File: config.mk
export PLATFORM = sky130hd
export DESIGN_NAME = sdram_pattern_tester_flat
export DESIGN_NICKNAME = d
export VERILOG_FILES = /design/src/rtl/sdram_pattern_tester_if.sv /design/src/rtl/sdram_pattern_tester.sv /design/src/flat_wrapper.sv
export SDC_FILE = /design/constraint.sdc
export NUM_CORES = 1
export LEC_CHECK = 0
export CORE_UTILIZATION = 55
export CTS_BUF_LIST = sky130_fd_sc_hd__clkbuf_2
export CTS_CLUSTER_DIAMETER = 30
export DETAILED_ROUTE_END_ITERATION = 8
export PLACE_DENSITY_LB_ADDON = 0.15
export SLEW_MARGIN = 20
export SYNTH_ARGS = -nofsm -noshare
export SYNTH_HDL_FRONTEND = slang
export SYNTH_SLANG_ARGS = --single-unit
File: constraint.sdc
create_clock -name Clk -period 4.45 [get_ports Clk]
set_input_delay 0.89 -clock Clk [delete_from_list [all_inputs] [get_ports Clk]]
set_output_delay 0.89 -clock Clk [all_outputs]
set_load 0.03 [all_outputs]
File: src/rtl/sdram_pattern_tester_if.sv
// Bus between the pattern tester and its surroundings: test control/status plus
// the write/read FIFO ports of the SDRAM controller.
interface sdram_pattern_tester_if #(
  parameter int DSIZE = 16,
  parameter int LEN_W = 24
) ();

  logic             start;
  logic [1:0]       mode;
  logic [DSIZE-1:0] seed;
  logic [LEN_W-1:0] num_words;

  logic [DSIZE-1:0] wr_data;
  logic             wr_en;
  logic             wr_full;
  logic [LEN_W-1:0] wr_use;

  logic             rd_load;
  logic             rd_en;
  logic [DSIZE-1:0] rd_data;
  logic             rd_empty;

  logic             busy;
  logic             done;
  logic             pass;
  logic [LEN_W-1:0] err_cnt;
  logic [LEN_W-1:0] first_err_addr;
  logic [DSIZE-1:0] first_err_data;

  modport master (
    input  start, mode, seed, num_words,
    input  wr_full, wr_use, rd_data, rd_empty,
    output wr_data, wr_en, rd_load, rd_en,
    output busy, done, pass, err_cnt, first_err_addr, first_err_data
  );

  modport slave (
    output start, mode, seed, num_words,
    output wr_full, wr_use, rd_data, rd_empty,
    input  wr_data, wr_en, rd_load, rd_en,
    input  busy, done, pass, err_cnt, first_err_addr, first_err_data
  );

endinterface

File: src/rtl/sdram_pattern_tester.sv
// Writes N pattern words into the SDRAM controller FIFO, reloads the read side,
// reads them back and compares against an independently regenerated pattern.
module sdram_pattern_tester #(
  parameter int               DSIZE         = 16,
  parameter int               LEN_W         = 24,
  parameter int               SETTLE_CYCLES = 64,
  parameter logic [DSIZE-1:0] LFSR_TAPS     = DSIZE'(16'hB400)
) (
  input logic                    Clk,
  input logic                    Rst,
  sdram_pattern_tester_if.master bus
);

  localparam int               SW          = (SETTLE_CYCLES < 2) ? 1 : $clog2(SETTLE_CYCLES);
  localparam logic [SW-1:0]    SETTLE_LAST = SW'(SETTLE_CYCLES - 1);
  localparam logic [LEN_W-1:0] LEN_ONE     = LEN_W'(1);
  localparam logic [DSIZE-1:0] D_ONE       = DSIZE'(1);

  typedef enum logic [2:0] {
    IDLE,
    WRITE,
    DRAIN,
    SETTLE,
    RELOAD,
    READ,
    DONE
  } state_t;

  state_t           state_q, state_d;
  logic [1:0]       mode_q, mode_d;
  logic [LEN_W-1:0] len_q, len_d;
  logic [LEN_W-1:0] wrCnt_q, wrCnt_d;
  logic [LEN_W-1:0] rdIssue_q, rdIssue_d;
  logic [LEN_W-1:0] cmpDone_q, cmpDone_d;
  logic [LEN_W-1:0] cmpIdx_q, cmpIdx_d;
  logic [LEN_W-1:0] errCnt_q, errCnt_d;
  logic [LEN_W-1:0] firstAddr_q, firstAddr_d;
  logic [DSIZE-1:0] wrGen_q, wrGen_d;
  logic [DSIZE-1:0] rdGen_q, rdGen_d;
  logic [DSIZE-1:0] cmpExp_q, cmpExp_d;
  logic [DSIZE-1:0] firstData_q, firstData_d;
  logic             cmpValid_q, cmpValid_d;
  logic [SW-1:0]    settle_q, settle_d;

  logic startAcc;
  logic wrFire;
  logic rdFire;
  logic wrLast;
  logic cmpLast;
  logic settleLast;
  logic mismatch;

  // Generator state is the LFSR value in mode 1, the rotating one-hot in mode 2,
  // and the running seed+i counter otherwise.
  function automatic logic [DSIZE-1:0] genInit(input logic [1:0] m, input logic [DSIZE-1:0] s);
    logic [31:0] pos;
    pos     = 32'(s) % DSIZE;
    genInit = s;
    case (m)
      2'd1:    if (s == '0) genInit = D_ONE;
      2'd2:    genInit = D_ONE << pos;
      default: genInit = s;
    endcase
  endfunction

  function automatic logic [DSIZE-1:0] genNext(input logic [1:0] m, input logic [DSIZE-1:0] g);
    case (m)
      2'd1:    genNext = (g >> 1) ^ (g[0] ? LFSR_TAPS : '0);
      2'd2:    genNext = {g[DSIZE-2:0], g[DSIZE-1]};
      default: genNext = g + D_ONE;
    endcase
  endfunction

  function automatic logic [DSIZE-1:0] genOut(input logic [1:0] m, input logic [DSIZE-1:0] g);
    genOut = (m == 2'd3) ? ~g : g;
  endfunction

  assign startAcc   = ((state_q == IDLE) || (state_q == DONE)) && bus.start;
  assign wrLast     = wrFire && (wrCnt_q == (len_q - LEN_ONE));
  assign cmpLast    = cmpValid_q && (cmpDone_q == (len_q - LEN_ONE));
  assign settleLast = (settle_q == SETTLE_LAST);
  assign mismatch   = cmpValid_q && (bus.rd_data != cmpExp_q);

  always_ff @(posedge Clk) begin
    if (Rst) state_q <= IDLE;
    else     state_q <= state_d;
  end

  always_comb begin
    state_d = state_q;
    unique case (state_q)
      IDLE:    if (startAcc) state_d = WRITE;
      WRITE:   if (wrLast) state_d = DRAIN;
      DRAIN:   if (bus.wr_use == '0) state_d = SETTLE;
      SETTLE:  if (settleLast) state_d = RELOAD;
      RELOAD:  state_d = READ;
      READ:    if (cmpLast) state_d = DONE;
      DONE:    if (startAcc) state_d = WRITE;
      default: state_d = IDLE;
    endcase
  end

  always_comb begin
    wrFire = 1'b0;
    rdFire = 1'b0;
    if (state_q == WRITE) wrFire = !bus.wr_full && (wrCnt_q < len_q);
    if (state_q == READ)  rdFire = !bus.rd_empty && (rdIssue_q < len_q);
    bus.wr_en          = wrFire;
    bus.rd_en          = rdFire;
    bus.rd_load        = (state_q == RELOAD);
    bus.busy           = (state_q != IDLE) && (state_q != DONE);
    bus.done           = (state_q == DONE);
    bus.pass           = (state_q == DONE) && (errCnt_q == '0);
    bus.wr_data        = genOut(mode_q, wrGen_q);
    bus.err_cnt        = errCnt_q;
    bus.first_err_addr = firstAddr_q;
    bus.first_err_data = firstData_q;
  end

  // Compare pipeline: an rd_en captures the expected word; the comparison runs
  // the next cycle when the controller presents rd_data.
  always_comb begin
    mode_d      = mode_q;
    len_d       = len_q;
    wrCnt_d     = wrCnt_q;
    rdIssue_d   = rdIssue_q;
    cmpDone_d   = cmpDone_q;
    cmpIdx_d    = cmpIdx_q;
    errCnt_d    = errCnt_q;
    firstAddr_d = firstAddr_q;
    firstData_d = firstData_q;
    wrGen_d     = wrGen_q;
    rdGen_d     = rdGen_q;
    cmpExp_d    = cmpExp_q;
    cmpValid_d  = 1'b0;
    settle_d    = settle_q;

    if (startAcc) begin
      mode_d      = bus.mode;
      len_d       = (bus.num_words == '0) ? LEN_ONE : bus.num_words;
      wrCnt_d     = '0;
      rdIssue_d   = '0;
      cmpDone_d   = '0;
      cmpIdx_d    = '0;
      errCnt_d    = '0;
      firstAddr_d = '0;
      firstData_d = '0;
      wrGen_d     = genInit(bus.mode, bus.seed);
      rdGen_d     = genInit(bus.mode, bus.seed);
      cmpExp_d    = '0;
      settle_d    = '0;
    end else begin
      if (wrFire) begin
        wrGen_d = genNext(mode_q, wrGen_q);
        wrCnt_d = wrCnt_q + LEN_ONE;
      end
      if (state_q == SETTLE) settle_d = settleLast ? '0 : settle_q + SW'(1);
      if (rdFire) begin
        cmpValid_d = 1'b1;
        cmpExp_d   = genOut(mode_q, rdGen_q);
        cmpIdx_d   = rdIssue_q;
        rdGen_d    = genNext(mode_q, rdGen_q);
        rdIssue_d  = rdIssue_q + LEN_ONE;
      end
      if (cmpValid_q) begin
        cmpDone_d = cmpDone_q + LEN_ONE;
        if (mismatch) begin
          if (errCnt_q != '1) errCnt_d = errCnt_q + LEN_ONE;
          if (errCnt_q == '0) begin
            firstAddr_d = cmpIdx_q;
            firstData_d = bus.rd_data;
          end
        end
      end
    end
  end

  always_ff @(posedge Clk) begin
    if (Rst) begin
      mode_q      <= '0;
      len_q       <= '0;
      wrCnt_q     <= '0;
      rdIssue_q   <= '0;
      cmpDone_q   <= '0;
      cmpIdx_q    <= '0;
      errCnt_q    <= '0;
      firstAddr_q <= '0;
      firstData_q <= '0;
      wrGen_q     <= '0;
      rdGen_q     <= '0;
      cmpExp_q    <= '0;
      cmpValid_q  <= 1'b0;
      settle_q    <= '0;
    end else begin
      mode_q      <= mode_d;
      len_q       <= len_d;
      wrCnt_q     <= wrCnt_d;
      rdIssue_q   <= rdIssue_d;
      cmpDone_q   <= cmpDone_d;
      cmpIdx_q    <= cmpIdx_d;
      errCnt_q    <= errCnt_d;
      firstAddr_q <= firstAddr_d;
      firstData_q <= firstData_d;
      wrGen_q     <= wrGen_d;
      rdGen_q     <= rdGen_d;
      cmpExp_q    <= cmpExp_d;
      cmpValid_q  <= cmpValid_d;
      settle_q    <= settle_d;
    end
  end

endmodule
File: src/flat_wrapper.sv
// flat-port wrapper written by rule: the top's interface ports become plain ports
module sdram_pattern_tester_flat 
#(
  parameter int               DSIZE         = 16,
  parameter int               LEN_W         = 24,
  parameter int               SETTLE_CYCLES = 64,
  parameter logic [DSIZE-1:0] LFSR_TAPS     = DSIZE'(16'hB400)
)
  (Clk, Rst, bus_start, bus_mode, bus_seed, bus_num_words, bus_wr_full, bus_wr_use, bus_rd_data, bus_rd_empty, bus_wr_data, bus_wr_en, bus_rd_load, bus_rd_en, bus_busy, bus_done, bus_pass, bus_err_cnt, bus_first_err_addr, bus_first_err_data);
  sdram_pattern_tester_if #(.DSIZE(DSIZE), .LEN_W(LEN_W)) bus_i ();
  input logic Clk;
  input logic Rst;
  input wire logic [$bits(bus_i.start)-1:0] bus_start;
  input wire logic [$bits(bus_i.mode)-1:0] bus_mode;
  input wire logic [$bits(bus_i.seed)-1:0] bus_seed;
  input wire logic [$bits(bus_i.num_words)-1:0] bus_num_words;
  input wire logic [$bits(bus_i.wr_full)-1:0] bus_wr_full;
  input wire logic [$bits(bus_i.wr_use)-1:0] bus_wr_use;
  input wire logic [$bits(bus_i.rd_data)-1:0] bus_rd_data;
  input wire logic [$bits(bus_i.rd_empty)-1:0] bus_rd_empty;
  output wire logic [$bits(bus_i.wr_data)-1:0] bus_wr_data;
  output wire logic [$bits(bus_i.wr_en)-1:0] bus_wr_en;
  output wire logic [$bits(bus_i.rd_load)-1:0] bus_rd_load;
  output wire logic [$bits(bus_i.rd_en)-1:0] bus_rd_en;
  output wire logic [$bits(bus_i.busy)-1:0] bus_busy;
  output wire logic [$bits(bus_i.done)-1:0] bus_done;
  output wire logic [$bits(bus_i.pass)-1:0] bus_pass;
  output wire logic [$bits(bus_i.err_cnt)-1:0] bus_err_cnt;
  output wire logic [$bits(bus_i.first_err_addr)-1:0] bus_first_err_addr;
  output wire logic [$bits(bus_i.first_err_data)-1:0] bus_first_err_data;
  assign bus_i.start = bus_start;
  assign bus_i.mode = bus_mode;
  assign bus_i.seed = bus_seed;
  assign bus_i.num_words = bus_num_words;
  assign bus_i.wr_full = bus_wr_full;
  assign bus_i.wr_use = bus_wr_use;
  assign bus_i.rd_data = bus_rd_data;
  assign bus_i.rd_empty = bus_rd_empty;
  assign bus_wr_data = bus_i.wr_data;
  assign bus_wr_en = bus_i.wr_en;
  assign bus_rd_load = bus_i.rd_load;
  assign bus_rd_en = bus_i.rd_en;
  assign bus_busy = bus_i.busy;
  assign bus_done = bus_i.done;
  assign bus_pass = bus_i.pass;
  assign bus_err_cnt = bus_i.err_cnt;
  assign bus_first_err_addr = bus_i.first_err_addr;
  assign bus_first_err_data = bus_i.first_err_data;
  sdram_pattern_tester #(.DSIZE(DSIZE), .LEN_W(LEN_W), .SETTLE_CYCLES(SETTLE_CYCLES), .LFSR_TAPS(LFSR_TAPS)) u_core (.Clk(Clk), .Rst(Rst), .bus(bus_i));
endmodule
==> parameters.txt <==
Parameter                              Value

Worst setup path
  CP Cell Sequence    inv_1, ha_1, a2111oi_2, a211oi_2, a211oi_4, clkdlybuf4s15_2
  Number of cell instances on the worst register-to-register path    10
  FF-to-FF End    u_core.state_q[0]
  Total number of cells along the worst setup path    6
  Setup slack, reg-to-reg    580 ps
  Worst setup path startpoint    u_core.len_q[5]
  Required time reported for the critical path endpoint    3560 ps
  Biggest fanout along the worst timing path    8
  Termination of the worst setup path    bus_wr_en
  Type of destination of the critical path    output port
  Bufs and invs on worst path    2
  Cell with the largest stage delay on the worst path    dfxtp_1
  Peak per-stage delay on the critical path    530 ps
  Startpoint of the worst-slack reg-to-reg timing path    u_core.len_q[1]
  Signal arrival time at the worst endpoint    3350 ps
  Critical path startpoint category    register
  Worst Setup Path Type    register to output port
  Family of cells with the greatest summed delay on the critical path    compound AO/OA/AOI/OAI gates

Global route
  Wire length of the first global-routing pass    62530 µm
  Via count of the first global-routing pass    12320
  Pin count of the biggest net entering global routing    95
  Global Route Usage Sum    28.65%
  Initial antenna violation count    1
  Overflow left after global routing    0

STA
  Final worst slack    208.5 ps
  Final Hold Viols    0
  Highest achievable clock rate    235.8 MHz
  Fin Clk Skew    36.00 ps
  Final critical-path share of the clock period    95.31%
  Unrepaired setup endpoints after global routing    false
  Setup-violating endpoint count in the final report    0
  Minimum clock period after layout    4241 ps
  Sum of negative setup slack    0 ps
  Slew of the pin with the lowest slew margin    935.5 ps
  Max transition margin    37.63%
  Final Slew Violations    0

Pwr
  Peak supply drop    0.0001707 V
  Proportion of power drawn by flip-flops and latches    50.5%
  Total power draw    4.595 mW
  Clock share of power    31.1%
  Int Pwr    3.116 mW
  Static leakage    6.364 nW
  Net switching share of the total power    32.19%
  PwrDens    272.1 nW/µm²
  Relative contribution of combinational cells to total power    18.5%
  Net switching component of the power    1.479 mW

Finish
  Area growth syn-to-layout    16.39%
  Share of final-layout standard cells stronger than drive strength 1    7.398%
  Post-layout nets    2069

Clock network
  Number of buffers inserted during clock tree synthesis    61
  Clock transition at path regs    110 ps
  Maximum count of clock buffers along a single path    3
  CTS root buffer    clkbuf_2
  Number of hold buffers added after CTS    0
  TritonCTS clock tree    done
  Clk Latency, worst-skew pair    880 ps
  Clock net sink count    244
  H-tree levels    2
  Post-CTS Setup Inserts    0

Synth
  Netlist area before placement    14510 µm²
  Number of different library cells in the post-synthesis netlist    78
  Synth top area share    33.67%
  Dominant cells by area after synthesis    dfxtp_1 (34%), ha_1 (5.3%), xnor2_1 (4.9%), xor2_1 (4.9%), nand2_1 (4.9%)
  Most numerous cell types in the synthesized netlist    dfxtp_1 (244), nand2_1 (188), nor2_1 (178)
  Cell with the most instances after synthesis    dfxtp_1
  Main synth FF type    dfxtp_1
  Number of flip-flops and latches in the synthesized netlist    244
  Mapped Nets    1938
  Post-synth EDFFs    0
  Async SR Flop Fraction    0%
  Portion of the post-synthesis area used by sequential elements    33.67%
  Library cell occupying the most area in the post-synthesis netlist    dfxtp_1
  Post-Syn Instances    1790
  Synth warnings    0
  Mean instance size in the synthesized netlist    8.106 µm²

Floorplan
  Die Footprint    27030 µm²
  Starting Density    55.84%
  Die Span Y    164.4 µm
  Row cnt    59
  Floorplan Core Area    25980 µm²
  Die span in x    164.4 µm
  Ports    173

Worst hold path
  Worst hold-check path type    register to register

Routing
  Detail-routed net length per standard cell    17.40 µm
  Number of DRC violations after detailed routing    0
  First drt pass iteration count    6
  Post-detailed-routing wire length    39940 µm
  Routed vias/inst    6.019
  Initial detailed-routing violation count    1112
  Routed Antenna Nets    0
  Total via count in the routed design    13820

Placement
  Estimated wirelength of the detail-placed design    29010 µm
  Final Wtd Congestion    0.9367
  Setup WS pre-CTS    515.9 ps
  IO Port Bufs    172

Run status
  Status    finished clean

Run
  Max-capacitance violation count    0
[how the worst min path moves through the flow]
stage | slack, ps | depth (start not counted) | startpoint | end
detailed placement | 450 | 2 | u_core.cmpIdx_q[9] | u_core.cmpIdx_q[9]
CTS | 460 | 2 | u_core.cmpIdx_q[9] | u_core.cmpIdx_q[9]
global route | 480 | 2 | u_core.cmpIdx_q[12] | u_core.cmpIdx_q[12]
finish | 460 | 2 | u_core.cmpIdx_q[9] | u_core.cmpIdx_q[9]
floorplan | 440 | 2 | u_core.cmpIdx_q[0] | u_core.cmpIdx_q[0]
global placement | 440 | 2 | u_core.cmpIdx_q[15] | u_core.cmpIdx_q[15]
[per-stage QoR]
stage          instance area [µm²]  utilization, %  std cells  hold slack, ps
6_report                     16890           64.99       2296           458.9
5_1_grt                      16890           64.99       2296           483.1
4_1_cts                      16870           64.93       2295           461.3
3_5_place_dp                 16370           62.98       2193           447.1
3_3_place_gp                 16370           62.98       2193           443.8
2_1_floorplan                14510               -       1790           435.7
[registers in the layout, summed over array words and instances, names as in the netlist]
| signal | cells |
|---|---|
| u_core.bus.first_err_data | 16 |
| u_core.cmpDone_q | 24 |
| u_core.cmpValid_q | 1 |
| u_core.len_q | 24 |
| u_core.bus.err_cnt | 24 |
| u_core.cmpExp_q | 16 |
| u_core.settle_q | 6 |
| u_core.bus.first_err_addr | 24 |
| u_core.rdIssue_q | 24 |
| u_core.mode_q | 2 |
| u_core.wrCnt_q | 24 |
| u_core.wrGen_q | 16 |
| u_core.rdGen_q | 16 |
| u_core.state_q | 3 |
| u_core.cmpIdx_q | 24 |
[placed cells by master, fill, tap and decap left out, types with 6 or more instances in the layout]
cell type	instances
mux2i_1	51
a221o_1	6
xnor2_1	82
and4_1	14
nor2_1	177
nand3_1	60
a22oi_1	11
o211ai_1	10
a21oi_1	121
xor2_1	81
a311oi_1	6
nor3_1	20
buf_4	21
clkbuf_2	87
nand2_1	187
a221oi_1	32
o21ai_0	82
inv_1	53
clkinv_1	12
o31ai_1	24
nor2b_1	10
xnor3_1	9
clkdlybuf4s50_1	170
nor4_1	33
dfxtp_1	242
ha_1	59
nand2b_1	10
or3_1	24
a211oi_1	26
and3_1	26
a21o_1	7
or4_1	27
nand4_1	60
and2_1	16
[tightest hold or removal path: stages (launching register included)]
cell	delay, ps
dfxtp_1	320
nand2_1	50
a21oi_1	50
[layer usage]
metal	GRT usage [%]	part of all wire, %
met4	9.425	2.5
met2	44.55	44
met5	0	0
met1	40.31	46
met3	4.596	7.6
[what timing repair did]
action                     CTS  global route
resized for setup            4             4
setup endpoints to repair    1             2
pin swaps                    0             0
[layout make-up]
type	instances	area [µm²]
clock buffers	87	435.4
repair buffers	194	1911
inverters	55	206.4
multi-input cells	1365	8957
diodes	1	2.502
clock inverters	15	68.82
fillers	2307	9097
flip-flops and latches	244	4887
well taps	335	419.2
[cells by family (layout without fill, tap and decap cells)]
family,Yosys count,in the layout,synth area share [%]
other,0,1,0
AND/OR/NAND/NOR,693,693,23.92
XOR/XNOR,172,172,11.24
flip-flops,244,244,33.67
adder cells (fa/ha/maj),62,62,5.329
multiplexers,53,53,3.674
buffers and inverters,181,351,4.872
AO/OA/AOI/OAI,385,385,17.30
[power groups by stage]
| stage | registers, mW | clock network, mW | logic (mW) |
|---|---|---|---|
| 6_report | 2.32 | 1.43 | 0.848 |
| 5_1_grt | 2.33 | 1.58 | 0.918 |
| 4_1_cts | 2.32 | 1.48 | 0.838 |
| 3_5_place_dp | 2.37 | 0 | 0.834 |
| 3_3_place_gp | 2.36 | 0 | 0.824 |
| 2_1_floorplan | 2.30 | 0 | 0.615 |
Power figures use the tool's default switching activity.
